### src/rtl/strb_driver.sv
// Strobe-launched burst driver: bytes queue in a FIFO and are replayed onto DQ_IN
// as a burst of BURST_LEN+1 slots, STRB_DELAY cycles after an accepted STRB pulse.
module strb_driver #(
  parameter int DW    = 8,
  parameter int DEPTH = 16,
  parameter int DLYW  = 5,
  parameter int LENW  = 4
) (
  input  logic                     CLK,
  input  logic                     RST,
  input  logic [DW-1:0]            WR_DATA,
  input  logic                     WR_VALID,
  output logic                     WR_READY,
  input  logic                     STRB,
  input  logic [DLYW-1:0]          STRB_DELAY,
  input  logic [LENW-1:0]          BURST_LEN,
  output logic [DW-1:0]            DQ_IN,
  output logic                     DQ_IN_VALID,
  output logic                     BUSY,
  output logic                     STRB_DROP,
  output logic                     UNDERRUN,
  output logic [$clog2(DEPTH):0]   LEVEL
);

  localparam int AW  = $clog2(DEPTH);
  localparam int LVW = AW + 1;
  localparam int SW  = LENW + 1;

  typedef enum logic [1:0] {ST_IDLE, ST_WAIT, ST_DRIVE} state_t;

  state_t          state_reg, state_next;
  logic [DLYW-1:0] dly_reg, dly_next;
  logic [SW-1:0]   slot_reg, slot_next;
  logic            fire;

  logic [DW-1:0]   mem [DEPTH];
  logic [AW-1:0]   wr_ptr_reg, rd_ptr_reg;
  logic [LVW-1:0]  count_reg;
  logic            push, pop, empty;

  logic [DW-1:0]   dq_reg;
  logic            dq_valid_reg, strb_drop_reg, underrun_reg;

  assign WR_READY    = (count_reg != LVW'(DEPTH));
  assign empty       = (count_reg == '0);
  assign push        = WR_VALID && WR_READY;
  assign pop         = fire && !empty;

  assign DQ_IN       = dq_reg;
  assign DQ_IN_VALID = dq_valid_reg;
  assign BUSY        = (state_reg != ST_IDLE);
  assign STRB_DROP   = strb_drop_reg;
  assign UNDERRUN    = underrun_reg;
  assign LEVEL       = count_reg;

  // A slot "fires" on the edge that enters its DRIVE cycle, so the registered
  // word is on DQ_IN during that cycle; slot_reg counts slots still to fire.
  always_comb begin
    state_next = state_reg;
    dly_next   = dly_reg;
    slot_next  = slot_reg;
    fire       = 1'b0;
    unique case (state_reg)
      ST_IDLE: begin
        if (STRB) begin
          if (STRB_DELAY == '0) begin
            fire       = 1'b1;
            slot_next  = SW'(BURST_LEN);
            state_next = ST_DRIVE;
          end else begin
            dly_next   = STRB_DELAY;
            slot_next  = SW'(BURST_LEN) + SW'(1);
            state_next = ST_WAIT;
          end
        end
      end
      ST_WAIT: begin
        if (dly_reg == DLYW'(1)) begin
          fire       = 1'b1;
          slot_next  = slot_reg - SW'(1);
          state_next = ST_DRIVE;
        end else begin
          dly_next = dly_reg - DLYW'(1);
        end
      end
      ST_DRIVE: begin
        if (slot_reg == '0) begin
          state_next = ST_IDLE;
        end else begin
          fire      = 1'b1;
          slot_next = slot_reg - SW'(1);
        end
      end
      default: state_next = ST_IDLE;
    endcase
  end

  always_ff @(posedge CLK) begin
    if (RST) begin
      state_reg <= ST_IDLE;
      dly_reg   <= '0;
      slot_reg  <= '0;
    end else begin
      state_reg <= state_next;
      dly_reg   <= dly_next;
      slot_reg  <= slot_next;
    end
  end

  // Storage kept out of reset so it maps onto block RAM.
  always_ff @(posedge CLK) begin
    if (push) mem[wr_ptr_reg] <= WR_DATA;
  end

  always_ff @(posedge CLK) begin
    if (RST) begin
      wr_ptr_reg <= '0;
      rd_ptr_reg <= '0;
      count_reg  <= '0;
    end else begin
      if (push) wr_ptr_reg <= wr_ptr_reg + AW'(1);
      if (pop)  rd_ptr_reg <= rd_ptr_reg + AW'(1);
      case ({push, pop})
        2'b10:   count_reg <= count_reg + LVW'(1);
        2'b01:   count_reg <= count_reg - LVW'(1);
        default: count_reg <= count_reg;
      endcase
    end
  end

  // Empty slots still consume burst length; they just flag the underrun.
  always_ff @(posedge CLK) begin
    if (RST) begin
      dq_reg        <= '0;
      dq_valid_reg  <= 1'b0;
      strb_drop_reg <= 1'b0;
      underrun_reg  <= 1'b0;
    end else begin
      strb_drop_reg <= STRB && (state_reg != ST_IDLE);
      if (pop) begin
        dq_reg       <= mem[rd_ptr_reg];
        dq_valid_reg <= 1'b1;
      end else begin
        dq_reg       <= '0;
        dq_valid_reg <= 1'b0;
      end
      if (fire && empty) underrun_reg <= 1'b1;
    end
  end

endmodule

### config.mk
export PLATFORM = sky130hd
export DESIGN_NAME = strb_driver
export DESIGN_NICKNAME = d
export VERILOG_FILES = /design/src/rtl/strb_driver.sv
export SDC_FILE = /design/constraint.sdc
export NUM_CORES = 1
export LEC_CHECK = 0
export CORE_MARGIN = 8
export CORE_UTILIZATION = 25
export DETAILED_ROUTE_END_ITERATION = 8
export SYNTH_ARGS = -nofsm -noshare
export SYNTH_HDL_FRONTEND = slang
export SYNTH_SLANG_ARGS = --single-unit
export TNS_END_PERCENT = 50
### constraint.sdc
create_clock -name CLK -period 5.6 [get_ports CLK]
set_input_delay 0.56 -clock CLK [delete_from_list [all_inputs] [get_ports CLK]]
set_output_delay 0.56 -clock CLK [all_outputs]
set_load 0.005 [all_outputs]
[After elaboration in Yosys (flattened, before gate mapping)]
Memories as Yosys holds them, arrays and structs flattened. A register that Yosys moved wholly into a read port is not among the register bits.
Index checks and enable logic that the tools add are counted.
Operators by class
  $add $sub $neg: 7
  equality and inequality tests: 12
  muxes and demuxes: 23
  bitwise operators: 1
  reduce and logical (&&, ||, !) cells: 17
Operator list (number)
  5-bit 2-to-1 mux: 7
  5-bit case mux with 2 select lines: 2
  5-bit zero test: 3
  5-bit case mux with 3 select lines: 1
  5-bit by 1-bit subtractor with 5-bit output, second input constant: 3
  2-bit inequality test, second input constant: 6
  4-bit by 1-bit adder with 4-bit output, second input constant: 2
  2-bit 2-to-1 mux: 4
  4-bit AND reduction: 2
  1-bit 2-to-1 mux: 7
  2-bit case mux with 3 select lines: 1
  2-bit nonzero test: 3
  4-bit by 1-bit adder with 5-bit output, second input constant: 1
  5-bit by 1-bit adder with 5-bit output, second input constant: 1
  5-bit by 1-bit equality test with 1-bit output, second input constant: 1
  5-bit inequality test, second input constant: 1
  2-bit by 1-bit equality test with 1-bit output, second input constant: 2
  2-bit equality test, second input constant: 2
  1-bit logical AND: 4
  1-bit case mux with 3 select lines: 1
  3-bit AND reduction: 1
  3-bit nonzero test: 1
  2-bit zero test: 1
  2-bit OR reduction: 1
  2 further kinds: 2
Storage, ports and cells
  register bits after elaboration: 28
  memory bits (writable): 128
  output and inout bits: 18
  memories: 1
Memories
  mem: depth 16, bits a word 8, rd ports 1, clocked after memory_dff 1, write ports 1, RTL line 36  | logic [DW-1:0] mem [DEPTH];

[Depth between registers and ports, before layout]
  depth in word-level cells: 7
  depth in mapped cells: 14
  depth with buffers taken out: 13

[Worst setup path after synthesis]
No wires, ideal clock.
  path kind: input-to-reg
  from: input port STRB_DELAY[3]
  to: register count_reg[2] (netlist: LEVEL[2])
  arrival time: 3127 ps
  data required time: 5530 ps
  slack: 2403 ps
  stages on the path: 11
  path buffers: 1
  cells stage by stage: nor3_1 -> nand4_1 -> a311oi_4 -> ha_1 -> clkbuf_1 -> xor2_1 -> ha_1 -> a21oi_1 -> xor2_1 -> or3_1 -> a21oi_1
On the way
  word-level cells in the longest chain between the ends: 7
  elaborated cells between the ends (all ways): 9
RTL lines
  start, declared: RTL line 15  | input logic [DLYW-1:0] STRB_DELAY,
  5-bit zero test *: RTL line 66  | if (STRB_DELAY == '0) begin
  1-bit 2-to-1 mux *: RTL line 66
  1-bit 2-to-1 mux *: RTL line 65  | if (STRB) begin
  1-bit case mux with 3 select lines *: RTL line 63  | unique case (state_reg)
  1-bit logical AND *: RTL line 47  | assign pop = fire && !empty;
  net pop: RTL line 39  | logic push, pop, empty;
  2-bit by 1-bit equality test with 1-bit output or 2-bit equality test (tied branches): RTL line 123  | case ({push, pop})
  5-bit case mux with 2 select lines or 2-bit nonzero test (tied branches)
  end signal, assigned: RTL line 124  | 2'b10: count_reg <= count_reg + LVW'(1);
  end signal, assigned: RTL line 125  | 2'b01: count_reg <= count_reg - LVW'(1);
  end signal, assigned: RTL line 126  | default: count_reg <= count_reg;
  end, declared: RTL line 38  | logic [LVW-1:0] count_reg;
Mark *: on every way through the listed nets, which the timed path passes. The rest lies on a longest branch.
A chain may end at the register's enable or synchronous reset.

[Worst setup path after layout]
Ends and elaborated chain as after synthesis.

==> flow_summary.toml <==
[critical_path]
crit_family = "simple AND/OR/NAND/NOR gates"
cp.required_ns = 5.95
start_kind = "primary input"
rr_worst_depth = 12
slowest_delay_ns = 0.56
cp.depth = 11
rrSetupSlack_ns = 2.28
setup.worst_path.end = "LEVEL[2]"
crit_path_top_delay_cell = "a311oi_4"
worstSetupPathType = "in2reg"
critical_path.max_fanout = 10
cp_num_buf_inv = 1
path_cells = "clkdlybuf4s50_1 -> nor3_1 -> nand4_1 -> a311oi_4 -> ha_1 -> xor2_1 -> ha_1 -> a21oi_1 -> xor2_1 -> or3_1 -> a21oi_1"
r2r_start = "dly_reg[1]"
rr_endpoint = "LEVEL[2]"
arrival_ns = 3.82
end_kind = "flip-flop"
crit_start = "STRB_DELAY[3]"

[die]
die-width_um = 183.5
rows = 61
coreArea_um2 = 27710
die_h_um = 183.5
design.die.area_um2 = 33680
start_util = 0.2532
io_pins = 39

[synth]
synth_top_family_by_area = "multiplexers"
syn_area_um2 = 7015
synth_mux_area_frac = 0.1186
synth_top_cell_by_area = "edfxtp_1"
ys_warn_count = 0
syn_nets = 505
synth_top_area_share = 0.5479
ys_ff_latch = 164
synth_commonest_cells = "edfxtp_1 (128), nor2_1 (40), dfxtp_1 (36), mux4_2 (32), nand2_1 (20)"
synth_xor_area_frac = 0.01498
netlist_instances = 466
synthDistinctLibCells = 54
synth_area_leaders = "edfxtp_1 (55%), dfxtp_1 (10%), mux4_2 (10%), ha_1 (3.2%), nor2_1 (2.1%)"
async_flop_share = 0
yosysMostFrequentCell = "edfxtp_1"
synth_edf_count = 128
synth_fa_ha_area_frac = 0.03210
ys.flop_type = "edfxtp_1"
seq_area_frac_synth = 0.6506
postSynthAreaPerCell_um2 = 15.05
synthSimpleGateAreaFrac = 0.08686
synth-compound-area-share = 0.07330

[clocking]
cts_tree = "yes"
worst_skew_pair.late_latency_ns = 0.42
postCtsSetupBuffers = 0
ctsResizeCount = 0
root_buffer = "clkbuf_16"
clockBufferDepth = 2
hold_buffers = 0
cts_max_level = 4
path_clk_slew_ns = 0.06
cts_sinks = 164
numCtsBuffers = 17

[placement]
hpwl_um = 8853
place_area_um2 = 7825
gp_congestion = 0.7665
dpl.cell_count = 864
port_buffers = 38

[layout]
largest_reg_flops = 128
area_growth_pct = 20.08
final_cells = 896
regMostFlops = "mem"
drive_gt1_frac = 0.1699
nNetsFinal = 544
finalInstanceArea_um2 = 8424
n_antenna_cell = 0

[detailed_routing]
drtIter0Drc = 267
dr_total_vias = 3810
drcViolationCount = 0
wire_per_inst_um = 15.16
ant_nets = 0
via_per_inst = 4.252
drt-pass1-iter-count = 4
postRouteWirelength_um = 13590

[global_route]
grt_pass1_vias = 3902
overflow = 0
use_met2 = 0.1421
grt_max_degree = 37
use_met1 = 0.09793
grt_first_pass_wirelength_um = 21530
antenna_found_initial = 2
top_usage_layer = "met2"
track_usage = 0.08405
grtUsageMet3 = 0.02352

[hold_path]
hp-class = "reg2reg"

[pwr]
leakage_nw = 2.679
ir_worst_vdd_v = 0.0002018
p_per_area_nw_per_um2 = 398.3
design_power_total_w = 0.003355

[timing]
hold_ws_ns = 0.4760
tns_ns = 0
clock_skew_ns = 0.01004
grt_setup_unrepaired = "no"
fmax_ghz = 0.2884
report.final.slew_viol_count = 0
period_needed_ns = 3.467
setup-violations-final = 0
slew_headroom = 0.3162
max_slew.worst_pin.slew_ns = 1.022
hold_violations = 0
fin_crit_sh = 0.6191

[status]
status = "finished clean"

[run]
max-cap-violations = 0
[worst min-delay path, stage by stage, from the launching register on]
cell	delay (ns)
dfxtp_1	0.33
a21oi_1	0.04
nor2_1	0.07
[per-layer routing]
layer | share of wire | wire length, µm
met3 | 0.040 | 545
met5 | 0.0020 | 27
met2 | 0.51 | 6873
met1 | 0.43 | 5866
met4 | 0.020 | 274
[kinds of logic (layout without fill, tap and decap cells)]
| kind of cell | Yosys count | in the layout |
|---|---|---|
| AOI/OAI and AO/OA | 67 | 67 |
| xor gates and xnor gates | 12 | 12 |
| adders and majority gates | 18 | 18 |
| buffers and inverters | 42 | 94 |
| DFF | 164 | 164 |
| muxes | 43 | 43 |
| and+or+nand+nor | 120 | 120 |
[where the power goes]
| part | total [W] | switching, W | internal (W) |
|---|---|---|---|
| registers | 0.00145 | 0.0000680 | 0.00139 |
| clock network | 0.00117 | 0.000498 | 0.000672 |
| logic | 0.000731 | 0.000389 | 0.000342 |
[area by class of cell]
cell class,instances,area [µm²]
fillers,2702,19280
well taps,378,473.0
clock buffers,18,429.2
inverters,16,60.06
clock inverters,14,170.2
multi-input cells,260,2286
flip-flops and latches,164,4566
repair buffers,46,440.4
[through the flow]
| step | setup slack, ns | utilization |
|---|---|---|
| after floorplan | 2.403 | - |
| after global placement | 1.763 | 0.2824 |
| after detailed placement | 1.682 | 0.2824 |
| after CTS | 2.139 | 0.3041 |
| after global routing | 1.821 | 0.3041 |
| final | 2.133 | 0.3041 |
[cell usage in the layout (no fill, tap or decap), types with 2 or more instances in the layout]
cell type and instances:
edfxtp_1 128, nor2_1 40, clkdlybuf4s50_1 38, dfxtp_1 35
mux4_2 32, nand2_1 20, a21oi_1 18, ha_1 18
clkbuf_16 17, inv_1 15, nor3_1 12, nor2b_1 11
a211oi_1 11, mux2i_1 10, nand2b_1 8, a211oi_2 8
buf_4 8, xor2_1 7, nand4_1 5, o21ai_0 5
xnor2_1 5, nor3b_1 5, inv_6 5, a31oi_1 4
clkinv_4 4, a211o_1 3, nand3_1 3, nor4_1 2
a22oi_1 2, or2_2 2, o22ai_1 2, or3_1 2
and2_1 2, nand3b_1 2, bufinv_16 2
[worst min-delay path by stage]
stage	slack (ns)	endpoint	cells after the start	startpoint
floorplan	0.45	slot_reg[1]	2	slot_reg[1]
global placement	0.46	UNDERRUN	2	UNDERRUN
detailed placement	0.47	UNDERRUN	2	UNDERRUN
CTS	0.48	UNDERRUN	2	UNDERRUN
global route	0.51	slot_reg[1]	2	slot_reg[1]
finish	0.48	UNDERRUN	2	UNDERRUN
No activity file was read; power rests on OpenSTA's default activity.
